### src/rtl/pipeline_control_irq_return_seq.sv
// Interrupt-return sequencer: drains the pipeline, reloads P_RESTORE_NUM saved
// system registers from the interrupt stack frame and writes each one back.
module pipeline_control_irq_return_seq #(
  parameter int unsigned P_RESTORE_NUM = 3,
  parameter int unsigned P_IDX_W       = 2,
  parameter int unsigned P_WORD_STRIDE = 4
) (
  input  logic               iCLOCK,
  input  logic               inRESET,
  input  logic               iRESET_SYNC,
  input  logic               iRETURN_START,
  input  logic [31:0]        iFRAME_BASE,
  output logic               oBUSY,
  output logic               oFLUSH_REQ,
  input  logic               iFLUSH_DONE,
  output logic               oLDST_REQ,
  output logic [31:0]        oLDST_ADDR,
  input  logic               iLDST_BUSY,
  input  logic               iLDST_VALID,
  input  logic [31:0]        iLDST_DATA,
  output logic               oREG_WR_VALID,
  output logic [P_IDX_W-1:0] oREG_WR_INDEX,
  output logic [31:0]        oREG_WR_DATA,
  output logic               oFINISH
);

  // state   | meaning
  // S_IDLE  | waiting for a return request
  // S_FLUSH | pipeline drain requested, waiting for iFLUSH_DONE
  // S_REQ   | load request for word idx presented until accepted
  // S_WAIT  | load accepted, waiting for its data
  // S_DONE  | last word written, finish pulse
  typedef enum logic [2:0] {S_IDLE, S_FLUSH, S_REQ, S_WAIT, S_DONE} state_e;

  localparam logic [P_IDX_W-1:0] LAST_IDX = P_IDX_W'(P_RESTORE_NUM - 1);
  localparam logic [31:0]        STRIDE   = 32'(P_WORD_STRIDE);

  if (P_RESTORE_NUM < 1 || P_RESTORE_NUM > (1 << P_IDX_W)) begin : g_bad_restore_num
    $error("P_RESTORE_NUM must lie in 1..2**P_IDX_W");
  end

  state_e             state_q, state_d;
  logic [P_IDX_W-1:0] idx_q, idx_d;
  logic [31:0]        addr_q, addr_d;
  logic               busy_q, busy_d;
  logic               flush_q, flush_d;
  logic               req_q, req_d;
  logic               wr_valid_q, wr_valid_d;
  logic [P_IDX_W-1:0] wr_idx_q, wr_idx_d;
  logic [31:0]        wr_data_q, wr_data_d;
  logic               finish_q, finish_d;

  always_comb begin
    state_d    = state_q;
    idx_d      = idx_q;
    addr_d     = addr_q;
    wr_valid_d = 1'b0;
    wr_idx_d   = wr_idx_q;
    wr_data_d  = wr_data_q;
    case (state_q)
      S_IDLE: begin
        if (iRETURN_START) begin
          state_d = S_FLUSH;
          idx_d   = '0;
          addr_d  = iFRAME_BASE;
        end
      end
      S_FLUSH: if (iFLUSH_DONE) state_d = S_REQ;
      S_REQ:   if (!iLDST_BUSY) state_d = S_WAIT;
      S_WAIT: begin
        if (iLDST_VALID) begin
          wr_valid_d = 1'b1;
          wr_idx_d   = idx_q;
          wr_data_d  = iLDST_DATA;
          if (idx_q == LAST_IDX) begin
            state_d = S_DONE;
          end else begin
            // running address avoids a multiplier; wraps naturally at 2^32
            idx_d   = idx_q + 1'b1;
            addr_d  = addr_q + STRIDE;
            state_d = S_REQ;
          end
        end
      end
      S_DONE:  state_d = S_IDLE;
      default: state_d = S_IDLE;
    endcase

    if (iRESET_SYNC) begin
      state_d    = S_IDLE;
      idx_d      = '0;
      addr_d     = '0;
      wr_valid_d = 1'b0;
      wr_idx_d   = '0;
      wr_data_d  = '0;
    end

    busy_d   = (state_d != S_IDLE);
    flush_d  = (state_d == S_FLUSH);
    req_d    = (state_d == S_REQ);
    finish_d = (state_d == S_DONE);
  end

  always_ff @(posedge iCLOCK or negedge inRESET) begin
    if (!inRESET) begin
      state_q    <= S_IDLE;
      idx_q      <= '0;
      addr_q     <= '0;
      busy_q     <= 1'b0;
      flush_q    <= 1'b0;
      req_q      <= 1'b0;
      wr_valid_q <= 1'b0;
      wr_idx_q   <= '0;
      wr_data_q  <= '0;
      finish_q   <= 1'b0;
    end else begin
      state_q    <= state_d;
      idx_q      <= idx_d;
      addr_q     <= addr_d;
      busy_q     <= busy_d;
      flush_q    <= flush_d;
      req_q      <= req_d;
      wr_valid_q <= wr_valid_d;
      wr_idx_q   <= wr_idx_d;
      wr_data_q  <= wr_data_d;
      finish_q   <= finish_d;
    end
  end

  assign oBUSY         = busy_q;
  assign oFLUSH_REQ    = flush_q;
  assign oLDST_REQ     = req_q;
  assign oLDST_ADDR    = addr_q;
  assign oREG_WR_VALID = wr_valid_q;
  assign oREG_WR_INDEX = wr_idx_q;
  assign oREG_WR_DATA  = wr_data_q;
  assign oFINISH       = finish_q;

endmodule

### config.mk
export PLATFORM = sky130hd
export DESIGN_NAME = pipeline_control_irq_return_seq
export DESIGN_NICKNAME = d
export VERILOG_FILES = /design/src/rtl/pipeline_control_irq_return_seq.sv
export SDC_FILE = /design/constraint.sdc
export NUM_CORES = 1
export LEC_CHECK = 0
export CORE_ASPECT_RATIO = 0.9
export CORE_UTILIZATION = 40
export CTS_CLUSTER_DIAMETER = 150
export DETAILED_ROUTE_END_ITERATION = 8
export GPL_TIMING_DRIVEN = 0
export PLACE_DENSITY = 0.84
export SKIP_LAST_GASP = 1
export SYNTH_ARGS = -nofsm -noshare
export SYNTH_HDL_FRONTEND = slang
export SYNTH_SLANG_ARGS = --single-unit
### constraint.sdc
create_clock -name iCLOCK -period 1.7 [get_ports iCLOCK]
set_input_delay 0.17 -clock iCLOCK [delete_from_list [all_inputs] [get_ports iCLOCK]]
set_output_delay 0.17 -clock iCLOCK [all_outputs]
set_load 0.01 [all_outputs]
* Yosys cells after proc, flatten, opt, wreduce, memory -nomap -nowiden
Cells that the tools add are included.
** Cells by class
- Equality and inequality tests :: 10
- Multipliers :: 0
- Reduce and logical (&&, ||, !) cells :: 7
- Divide/modulo/power cells :: 0
- $add $sub $neg :: 2
- Bitwise gates (word level) :: 0
- Shift-type cells :: 0
- Muxes and demuxes :: 26
- $lt $le $gt $ge :: 0
** Operators by type and width (count)
- $mux 32 :: 7
- $pmux 32 s2 :: 1
- $add 32x3->32 const B :: 1
- $mux 3 :: 6
- $mux 2 :: 7
- $pmux 3 s4 :: 1
- $eq 3x2->1 const B :: 3
- $ne 3x3->1 const B :: 3
- $eq 3x1->1 const B :: 2
- $reduce_bool 3->1 :: 2
- $pmux 2 s2 :: 1
- $reduce_and 4->1 :: 1
- $reduce_bool 2->1 :: 2
- $eq 3x3->1 const B :: 1
- $logic_not 3->1 :: 1
- $mux 1 :: 3
- $add 2x1->2 const B :: 1
- $eq 2x2->1 const B :: 1
- $reduce_and 2->1 :: 1
** Word-level totals
- Bits in writable memories :: 0
- Output and inout port bits :: 71
- Latch bits :: 0
- Memory bits (read-only) :: 0
- Memories :: 0
- Flip-flop bits (word level) :: 76

* Logic depth before layout (Yosys ltp)
- Depth in word-level cells :: 6
- Depth in mapped cells :: 9
- Gate-level depth less buffers :: 7

* Worst setup path after synthesis
No wires, ideal clock.
- Path kind :: reg2reg
- From :: register addr_q[7] (netlist: oLDST_ADDR[7])
- To :: register addr_q[29] (netlist: oLDST_ADDR[29])
- Arrival :: 1.687 ns
- Stages on the path, launching flop included :: 6
- Slack :: -0.112 ns
- Path through :: dfrtp_1 > nand4_1 > or4_4 > nor4_4 > o21ba_2 > o21ai_2
** On the way
- Longest elaborated chain between the ends :: 5
** Ends and longest elaborated chain
- from (decl) :: line 44 : logic [31:0] addr_q, addr_d;
- from (signal assigned) :: line 119 : addr_q <= addr_d;
- $add 32x3->32 :: line 80 : addr_d = addr_q + STRIDE;
- $mux 32 :: line 75 : if (idx_q == LAST_IDX) begin
- $mux 32 :: line 71 : if (iLDST_VALID) begin
- $pmux 32 s2 :: line 60 : case (state_q)
- $mux 32 :: line 89 : if (iRESET_SYNC) begin
No other way between the ends. The select of a mux whose other input is x is not followed.
A chain may end at the register's enable or synchronous reset.

* Worst setup path after layout
- From :: register addr_q[3] (netlist: oLDST_ADDR[3])
- To :: register addr_q[14] (netlist: oLDST_ADDR[14])
The elaborated chain is that of the path after synthesis.

==> out/results.ini <==
[clocking]
clk_latency_ns=0.36
cts_tree=yes
root_buffer=clkbuf_8
numCtsBuffers=9
clockBufferDepth=2
clock_sinks=76
cts_max_level=3
path_clk_slew_ns=0.09

[synthesis]
synth_area_leaders=dfrtp_1 51%, a22o_1 8.0%, o21ai_0 3.7%
netlist_instances=374
syn_avg_cell_area_um2=10.0
synth.distinct_cells=55
ys_seq_area_share_pct=50.8
syn_nets=447
synth_edf_count=0
synth_warnings=0
ys_ff_latch=76
synth_common_cells=76 x dfrtp_1, 34 x a22o_1, 33 x nand2_1, 28 x o21ai_0, 22 x nand3_1
yosysMostFrequentCell=dfrtp_1
synth_area_leader_cell=dfrtp_1
async_flop_share_pct=100
netlist_area_um2=3740
synthFlopType=dfrtp_1
synth_top_area_share_pct=50.8

[timing]
fin_worst_skew_ns=0.0144
final-setup-viol-count=32
tightest_slew_ns=0.466
finalWorstSetupSlack_ns=-0.161
slew_violations=0
rsz0062_at_grt=true
hold_viol=0
period_needed_ns=1.86
timing.slew.headroom_pct=68.9
max_freq_ghz=0.537
fin_crit_sh_pct=109
hold_slack_ns=0.262

[layout]
area_growth_pct=65.3
finalNonFillerCells=692
n_fill_cell=663
nNetsFinal=638
antennaDiodeCount=0
final_cell_area_um2=6190
drive_above_1_share_pct=24.2

[pwr]
total_power_mw=4.41
powerDensity_nw_per_um2=712
irDropWorstVdd_mv=0.569
p_leak_nw=2.65

[die]
die-width_um=104
start_util_pct=41.2
die_h_um=93.8
num_rows=33
ios=142
dieArea_um2=9750
core_area_um2=9080

[setup_path]
crit_chain=ha_4 > nand4_1 > buf_4 > or2_4 > nor2_1 > o21bai_1 > a221o_1
crit_family=simple AND/OR/NAND/NOR gates
rrSetupSlack_ns=-0.16
arrival_ns=2.10
rr_endpoint=oLDST_ADDR[14]
r2r-start=oLDST_ADDR[3]
ff2ff_path_depth=7
slowest_delay_ns=0.43
required_ns=1.94
path_class=flop to flop
end_kind=flop
critPathMaxFanout=4
worst-path-buf-inv=1
crit_path_start_kind=flop
crit_slowest_cell=dfrtp_1

[global_routing]
first_global_vias=4064
antenna_found_initial=0
grt-ovfl-total=0
grt_max_degree=52
track_usage_pct=27.1
grt_pass1_wl_um=20600

[routing]
vias_per_cell=5.92
dr.pass1.iters=5
remaining_drc_errors=0
first_iter_violations=330
vias=4100
drt-total-wl_um=13200
post_drt_wl_per_cell_um=19.1
antenna_left=0

[placed_design]
portBuffers=140
dpl_cell_area_um2=5340
placed_cells=637
dpl.hpwl_um=8600
gp_congestion=0.883

[min_path]
hold_path_class=primary input to asynchronous set/reset pin

[status]
outcome=finished, violations left
violations=negative setup slack

[run]
cap_violations=0

==> registers in the layout (all words and copies together), names as in the netlist <==
signal / count
oLDST_ADDR: 32
oREG_WR_DATA: 32
state_q: 3
idx_q: 2
oREG_WR_INDEX: 2
oBUSY: 1
oFINISH: 1
oFLUSH_REQ: 1
oLDST_REQ: 1
oREG_WR_VALID: 1
==> worst reg2reg max path, cell delays in order, from the launching register on <==
cell	delay, ns
dfrtp_1	0.43
ha_4	0.16
nand4_1	0.19
buf_4	0.21
or2_4	0.25
nor2_1	0.12
o21bai_1	0.08
a221o_1	0.31
==> timing repair <==
item | in CTS | in global routing
setup endpoints to repair | 67 | 67
resized for setup | 65 | 36
hold endpoints to repair | 25 | 0
cloned | 1 | 0
hold buffers | 1 | 0
setup buffers | 33 | 6
pin swaps | 20 | 13
==> worst max path at each step <==
stage / start / to / slack (ns) / cells past startpoint
after floorplan: oLDST_ADDR[8] / oLDST_ADDR[29] / -0.07 / 5
after global placement: inRESET / oLDST_ADDR[7] / -2.40 / 1
after detailed placement: iRETURN_START / oLDST_ADDR[15] / -0.64 / 7
after CTS: idx_q[0] / oLDST_ADDR[18] / -0.08 / 7
after global routing: idx_q[0] / oLDST_ADDR[14] / -0.21 / 6
final: oLDST_ADDR[3] / oLDST_ADDR[14] / -0.16 / 7
==> layout make-up <==
type	instances	area [um^2]	area share (%)
flip-flops and latches	76	1910	30.9
plain buffers	21	163	2.63
clock inverters	7	103	1.66
clock buffers	9	124	2.00
repair buffers	182	1760	28.5
multi-input cells	266	1940	31.3
well taps	122	153	2.47
inverters	9	33.8	0.546
==> stage by stage <==
stage	setup WS, ns	setup TNS, ns	util (%)
after global placement	-2.40	-184.27	58.6
after detailed placement	-0.645	-25.58	58.8
after floorplan	-0.0747	-0.295	-
final	-0.161	-2.61	68.1
after CTS	-0.0751	-0.766	66.4
after global routing	-0.210	-5.11	68.1
==> placed cells by master (no fill, tap or decap), types with 10 or more instances in the layout <==
cell type	instances
a21oi_1	16
a22o_1	34
buf_4	41
clkbuf_8	11
clkdlybuf4s50_1	137
dfrtp_1	66
dfrtp_2	10
nand2_1	30
nand3_1	17
nand4_1	10
nor2_1	16
o21ai_0	14
==> routing by layer <==
| layer | vias to the layer above | part of all wire (%) | global-route usage, % |
|---|---|---|---|
| li1 | 1817 | - | - |
| met1 | 1994 | 41 | 34.0 |
| met2 | 256 | 48 | 45.2 |
| met3 | 33 | 8.8 | 7.77 |
| met4 | 0 | 2.2 | 9.17 |
| met5 | - | 0 | 0 |
==> power breakdown <==
group / total, mW / switching, mW / internal [mW]
logic: 0.812 / 0.364 / 0.448
registers: 1.99 / 0.105 / 1.89
clock network: 1.60 / 0.757 / 0.848
total: 4.41 / 1.23 / 3.18
==> cells by family after synthesis <==
| family | Yosys count | synth area share, % |
|---|---|---|
| simple gates | 135 | 20.0 |
| mux | 1 | 0.267 |
| xor+xnor | 1 | 0.234 |
| compound gates | 127 | 24.1 |
| buf+inv | 32 | 3.94 |
| flops | 76 | 50.8 |
| fa+ha+maj | 2 | 0.668 |
(Power assumes the default switching activity.)
